$ cat config.mk
export PLATFORM = sky130hd
export DESIGN_NAME = inst_fetch
export DESIGN_NICKNAME = d
export VERILOG_FILES = /design/src/rtl/inst_fetch_pkg.sv /design/src/rtl/fetch_hold_buf.sv /design/src/rtl/inst_fetch.sv
export SDC_FILE = /design/constraint.sdc
export NUM_CORES = 1
export LEC_CHECK = 0
export BUFFER_PORTS_ARGS = -buffer_cell sky130_fd_sc_hd__buf_2
export CORE_MARGIN = 2
export CORE_UTILIZATION = 30
export DETAILED_ROUTE_END_ITERATION = 12
export GPL_ROUTABILITY_DRIVEN = 0
export SLEW_MARGIN = 10
export SYNTH_ARGS = -nofsm -noshare
export SYNTH_HDL_FRONTEND = slang
export SYNTH_SLANG_ARGS = --single-unit
$ cat constraint.sdc
create_clock -name clk -period 8.3 [get_ports clk]
set_input_delay 0.415 -clock clk [delete_from_list [all_inputs] [get_ports clk]]
set_output_delay 0.415 -clock clk [all_outputs]
set_load 0.02 [all_outputs]
$ cat src/rtl/inst_fetch_pkg.sv
// Shared constants and types for the instruction-fetch stage.
package inst_fetch_pkg;

    localparam int DATA_WID = 32;

    // A bubble is presented to IF/ID as an all-zero instruction and PC.
    localparam logic [DATA_WID-1:0] NOP_BUBBLE = 32'h0000_0000;

    // Fetch control states.
    //   RUN         : normal fetch, one access per cycle
    //   MISS        : refill outstanding, result still wanted
    //   MISS_SQUASH : refill outstanding, result is wrong-path (target in tgt_buf)
    //   HELD        : captured instruction waits for hold to drop
    typedef enum logic [1:0] {
        RUN         = 2'd0,
        MISS        = 2'd1,
        MISS_SQUASH = 2'd2,
        HELD        = 2'd3
    } fetch_state_t;

endpackage

$ cat src/rtl/fetch_hold_buf.sv
// Capture register for an instruction/PC pair while downstream is frozen.
module fetch_hold_buf
    import inst_fetch_pkg::*;
(
    input  logic                clk,
    input  logic                rst,
    input  logic                i_load,
    input  logic                i_clear,
    input  logic [DATA_WID-1:0] i_inst,
    input  logic [DATA_WID-1:0] i_pc,
    output logic [DATA_WID-1:0] o_inst,
    output logic [DATA_WID-1:0] o_pc
);

    logic [DATA_WID-1:0] r_inst;
    logic [DATA_WID-1:0] r_pc;

    // Clear wins over load so a dropped buffer never retains stale data.
    always_ff @(posedge clk or posedge rst) begin
        if (rst) begin
            r_inst <= NOP_BUBBLE;
            r_pc   <= NOP_BUBBLE;
        end else if (i_clear) begin
            r_inst <= NOP_BUBBLE;
            r_pc   <= NOP_BUBBLE;
        end else if (i_load) begin
            r_inst <= i_inst;
            r_pc   <= i_pc;
        end
    end

    assign o_inst = r_inst;
    assign o_pc   = r_pc;

endmodule

$ cat src/rtl/inst_fetch.sv
// Instruction-fetch stage: owns the PC, drives the I-cache, handles misses,
// redirects and downstream holds, and feeds IF/ID.
//
// Handshake: the I-cache result is valid exactly in cycles where
// icache_req=1 and icache_stall=0; IF/ID accepts inst_out/pc_out at the next
// edge whenever bubble=0 (hold=1 means it will not accept this cycle).
module inst_fetch
    import inst_fetch_pkg::*;
#(
    parameter logic [DATA_WID-1:0] RESET_PC = 32'h0000_0000
)(
    input  logic                clk,
    input  logic                rst,
    input  logic                hold,
    input  logic                redirect,
    input  logic [DATA_WID-1:0] redirect_pc,
    output logic                icache_req,
    output logic [DATA_WID-1:0] icache_addr,
    input  logic [DATA_WID-1:0] icache_inst,
    input  logic                icache_stall,
    output logic [DATA_WID-1:0] inst_out,
    output logic [DATA_WID-1:0] pc_out,
    output logic                bubble,
    output fetch_state_t        dbg_state
);

    fetch_state_t        r_state;
    fetch_state_t        w_state_nxt;
    logic [DATA_WID-1:0] r_pc;
    logic [DATA_WID-1:0] w_pc_nxt;
    logic [DATA_WID-1:0] r_tgt_buf;
    logic [DATA_WID-1:0] w_tgt_nxt;
    logic                w_hb_load;
    logic                w_hb_clear;
    logic [DATA_WID-1:0] w_hb_inst;
    logic [DATA_WID-1:0] w_hb_pc;
    logic                w_req;
    logic                w_bubble;
    logic [DATA_WID-1:0] w_inst;
    logic [DATA_WID-1:0] w_pc_o;

    fetch_hold_buf u_hold_buf (
        .clk     (clk),
        .rst     (rst),
        .i_load  (w_hb_load),
        .i_clear (w_hb_clear),
        .i_inst  (icache_inst),
        .i_pc    (r_pc),
        .o_inst  (w_hb_inst),
        .o_pc    (w_hb_pc)
    );

    // State, PC and saved redirect target registers.
    always_ff @(posedge clk or posedge rst) begin
        if (rst) begin
            r_state   <= RUN;
            r_pc      <= RESET_PC;
            r_tgt_buf <= NOP_BUBBLE;
        end else begin
            r_state   <= w_state_nxt;
            r_pc      <= w_pc_nxt;
            r_tgt_buf <= w_tgt_nxt;
        end
    end

    // Next-state, PC update and output selection.
    always_comb begin
        w_state_nxt = r_state;
        w_pc_nxt    = r_pc;
        w_tgt_nxt   = r_tgt_buf;
        w_hb_load   = 1'b0;
        w_hb_clear  = 1'b0;
        w_req       = 1'b1;
        w_bubble    = 1'b1;
        w_inst      = NOP_BUBBLE;
        w_pc_o      = NOP_BUBBLE;
        case (r_state)
            RUN, MISS: begin
                if (r_state == MISS && icache_stall) begin
                    // Refill still running: PC frozen, remember any redirect.
                    if (redirect) begin
                        w_tgt_nxt   = redirect_pc;
                        w_state_nxt = MISS_SQUASH;
                    end
                end else if (redirect) begin
                    w_pc_nxt    = redirect_pc;
                    w_state_nxt = RUN;
                end else if (icache_stall) begin
                    w_state_nxt = MISS;
                end else if (hold) begin
                    w_hb_load   = 1'b1;
                    w_state_nxt = HELD;
                end else begin
                    w_bubble    = 1'b0;
                    w_inst      = icache_inst;
                    w_pc_o      = r_pc;
                    w_pc_nxt    = r_pc + 32'd4;
                    w_state_nxt = RUN;
                end
            end
            MISS_SQUASH: begin
                // Wrong-path refill: the returned word is never emitted.
                if (icache_stall) begin
                    if (redirect) begin
                        w_tgt_nxt = redirect_pc;
                    end
                end else begin
                    w_pc_nxt    = redirect ? redirect_pc : r_tgt_buf;
                    w_state_nxt = RUN;
                end
            end
            HELD: begin
                w_req = 1'b0;
                if (redirect) begin
                    w_hb_clear  = 1'b1;
                    w_pc_nxt    = redirect_pc;
                    w_state_nxt = RUN;
                end else begin
                    w_bubble = 1'b0;
                    w_inst   = w_hb_inst;
                    w_pc_o   = w_hb_pc;
                    if (!hold) begin
                        w_hb_clear  = 1'b1;
                        w_pc_nxt    = r_pc + 32'd4;
                        w_state_nxt = RUN;
                    end
                end
            end
            default: begin
                w_state_nxt = RUN;
            end
        endcase
    end

    // Reset forces a bubble immediately, independent of the clock.
    assign icache_req  = w_req & ~rst;
    assign bubble      = w_bubble | rst;
    assign inst_out    = rst ? NOP_BUBBLE : w_inst;
    assign pc_out      = rst ? NOP_BUBBLE : w_pc_o;
    assign icache_addr = r_pc;
    assign dbg_state   = r_state;

endmodule

==> flow_summary.json <==
{
  "clockBufferDepth": 2,
  "p_per_area_mw_per_mm2": 274.7,
  "peakVddDrop_mv": 0.1433,
  "timing.fmax_mhz": 313.7,
  "min_from": "icache_inst[19]",
  "n_fill_cell": 2338,
  "hold_violations": 0,
  "syn_to_final_growth_pct": 24.51,
  "synthFlopType": "dfrtp_1",
  "p_int_mw": 1.578,
  "use_met2_pct": 26.80,
  "globalRouteMet1Util_pct": 27.21,
  "maxSlewViolCount": 0,
  "dp_hpwl_mm": 15.16,
  "fp.dieW_um": 157.0,
  "seq_power_share_pct": 43.4,
  "syn_area_sq_mm": 0.007024,
  "grt_max_degree": 70,
  "grt_busiest_layer": "met1",
  "rrSetupSlack_ps": 5750,
  "clk-insertion-delay-late_ps": 420,
  "synth_top_family_by_area": "compound AO/OA/AOI/OAI gates",
  "num_rows": 55,
  "p_sw_share_pct": 34.33,
  "finalCriticalPeriod_ps": 3188,
  "design_area_sq_mm": 0.008746,
  "holdPathStages": 2,
  "rr_worst_depth": 6,
  "wl_per_cell_um": 18.02,
  "vias_per_cell": 5.295,
  "synth-compound-area-share_pct": 22.44,
  "drive_above_1_share_pct": 27.89,
  "holdCritPathClass": "primary input to flip-flop",
  "synth-warning-count": 0,
  "critPathKind": "flip-flop to primary output",
  "ys_ff_latch": 130,
  "dpl-instance-area_sq_mm": 0.008110,
  "syn-instance-count": 802,
  "die_area_sq_mm": 0.02465,
  "fp.coreArea_sq_mm": 0.02278,
  "start_util_pct": 30.84,
  "synth_largest_area_cell": "dfrtp_1",
  "synth_edf_count": 0,
  "gr-total-overflow": 0,
  "clock-skew-final_ps": 9.427,
  "power.switching_mw": 0.8247,
  "grt_pass1_vias": 6082,
  "maxCapViolations": 0,
  "setup_tns_ps": 0,
  "cts_hold_buffers": 0,
  "diodes": 0,
  "portBuffers": 168,
  "cp_max_fo": 20,
  "drtIter0Drc": 476,
  "power_mw": 2.402,
  "synth_xor_area_share_pct": 0,
  "min_period_over_period_pct": 38.41,
  "multi_input_comb_area_sq_mm": 0.003487,
  "die_h_um": 157.0,
  "leakage_nw": 3.923,
  "post_cts_buffers": 0,
  "critical_path_required_ps": 7890,
  "max_slew.worst_pin.slew_ps": 929.1,
  "grt_use_total_pct": 18.37,
  "vias": 6651,
  "r2r_start": "dbg_state[0]",
  "cts_resized": 0,
  "async_flop_share_pct": 100.0,
  "antenna_found_initial": 0,
  "critical_path_arrival_ps": 2770,
  "antenna_left": 0,
  "r2r-end": "icache_addr[27]",
  "p_comb_share_pct": 23.1,
  "routed_wl_mm": 22.63,
  "grt_pass1_wl_mm": 35.11,
  "cts_tree": "yes",
  "synth-simple-area-share_pct": 21.18,
  "crit_start": "dbg_state[0]",
  "nets": 1000,
  "met3_usage_pct": 3.992,
  "cp-end-kind": "primary output",
  "cts_max_level": 4,
  "hold_slack_ps": 241.0,
  "synth_area_per_cell_sq_um": 8.758,
  "route.detailed.drc": 0,
  "netlist.area_leader.share_pct": 46.31,
  "post-route-util_pct": 38.40,
  "min_to": "u_hold_buf.o_inst[19]",
  "slew_headroom_pct": 38.06,
  "pwr-share-clk_pct": 33.5,
  "regArea_sq_mm": 0.003253,
  "status": "completed",
  "ctsRootBufferMaster": "clkbuf_16",
  "start_kind": "flip-flop",
  "yosys-top-cells-area": "dfrtp_1 (46%), nand2_1 (7.5%), a22oi_1 (6.8%)",
  "io_pins": 169,
  "synth_seq_area_share_pct": 46.31,
  "cts_buffers": 17,
  "synth_adder_area_share_pct": 0.1781,
  "synth_nets": 872,
  "cts_num_sinks": 130,
  "clkTransAtPathRegs_ps": 60,
  "synthMuxAreaShare_pct": 5.273,
  "drt-pass1-iter-count": 5,
  "rsz0062_at_grt": "no",
  "synth_cell_type_count": 48,
  "setup_viol": 0
}
sequential cells by signal, indices dropped and copies added, names as in the netlist:
| register | count |
|---|---|
| r_tgt_buf | 32 |
| icache_addr | 32 |
| u_hold_buf.o_pc | 32 |
| u_hold_buf.o_inst | 32 |
| dbg_state | 2 |
cells in the mapped netlist, types with 2 or more instances:
master     count
inv_1          8
buf_2         16
buf_1          8
nor4_4         3
and3_1         7
a221oi_1       4
nor4_1         5
dfrtp_1      130
a221o_1        3
nor3_1         5
or3_1          2
o22ai_1        2
nor3b_1        2
and2_1         2
a31oi_1        6
o211ai_1       3
nand3_1       15
mux2_2        32
or4_1          5
o2bb2ai_1      2
nand4_1       15
o311ai_0       5
a22o_1        37
o21ai_0       54
a211oi_1       2
nand2b_1       3
clkbuf_1      49
and4_1         5
nand3b_1       3
a21oi_1       49
nor2_1       100
nand2_1      141
a22oi_1       64
power groups by stage:
stage | clock network, mW | logic (mW) | registers (mW)
final | 0.804 | 0.555 | 1.04
after global routing | 0.855 | 0.616 | 1.07
after CTS | 0.824 | 0.560 | 1.04
after detailed placement | 0 | 0.558 | 1.05
after global placement | 0 | 0.548 | 1.04
after floorplan | 0 | 0.366 | 1.02
worst max-delay path, cell delays in order (launching register included):
cell and delay (ps):
dfrtp_1 570, nand2b_1 450, nand2_1 490, buf_4 370
or3_1 300, buf_2 180
layout make-up:
class                   count  area share, %
flip-flops and latches    130          37.20
multi-input cells         591          39.87
clock buffers              19          5.179
well taps                 313          4.478
repair buffers            182          10.82
inverters                   8         0.3720
clock inverters            13          2.089
worst max path at each step:
stage | endpoint | slack (ps) | depth (start not counted)
finish | bubble | 5110 | 5
global route | bubble | 4920 | 5
CTS | bubble | 5100 | 5
detailed placement | bubble | 5350 | 7
global placement | bubble | 5390 | 7
floorplan | dbg_state[0] | 4010 | 3
layer usage:
metal	part of all wire, %	vias to the layer above
met5	0	-
met2	45	201
met1	48	3265
li1	-	3163
met3	5.3	22
met4	1.7	0
per-stage QoR:
step	worst slack [ps]	instances
4_1_cts	5100	1256
5_1_grt	4919	1256
6_report	5112	1256
2_1_floorplan	4006	802
3_5_place_dp	5355	1224
3_3_place_gp	5388	1224
cells in the final DEF, fill, tap and decap left out, drive strengths merged, types with 19 or more instances in the layout:
master,netlist,final
a21oi,49,49
dfrtp,130,130
clkbuf,49,19
mux2,32,32
a22oi,64,64
nand2,142,142
o21ai,54,54
a22o,37,37
buf,24,182
nor2,101,101
cells by family after synthesis:
kind of cell | Yosys count
AND/OR/NAND/NOR | 321
AO/OA/AOI/OAI | 236
flip-flops | 130
buffers and inverters | 81
multiplexers | 33
adder cells (fa/ha/maj) | 1
(Power assumes the default switching activity.)
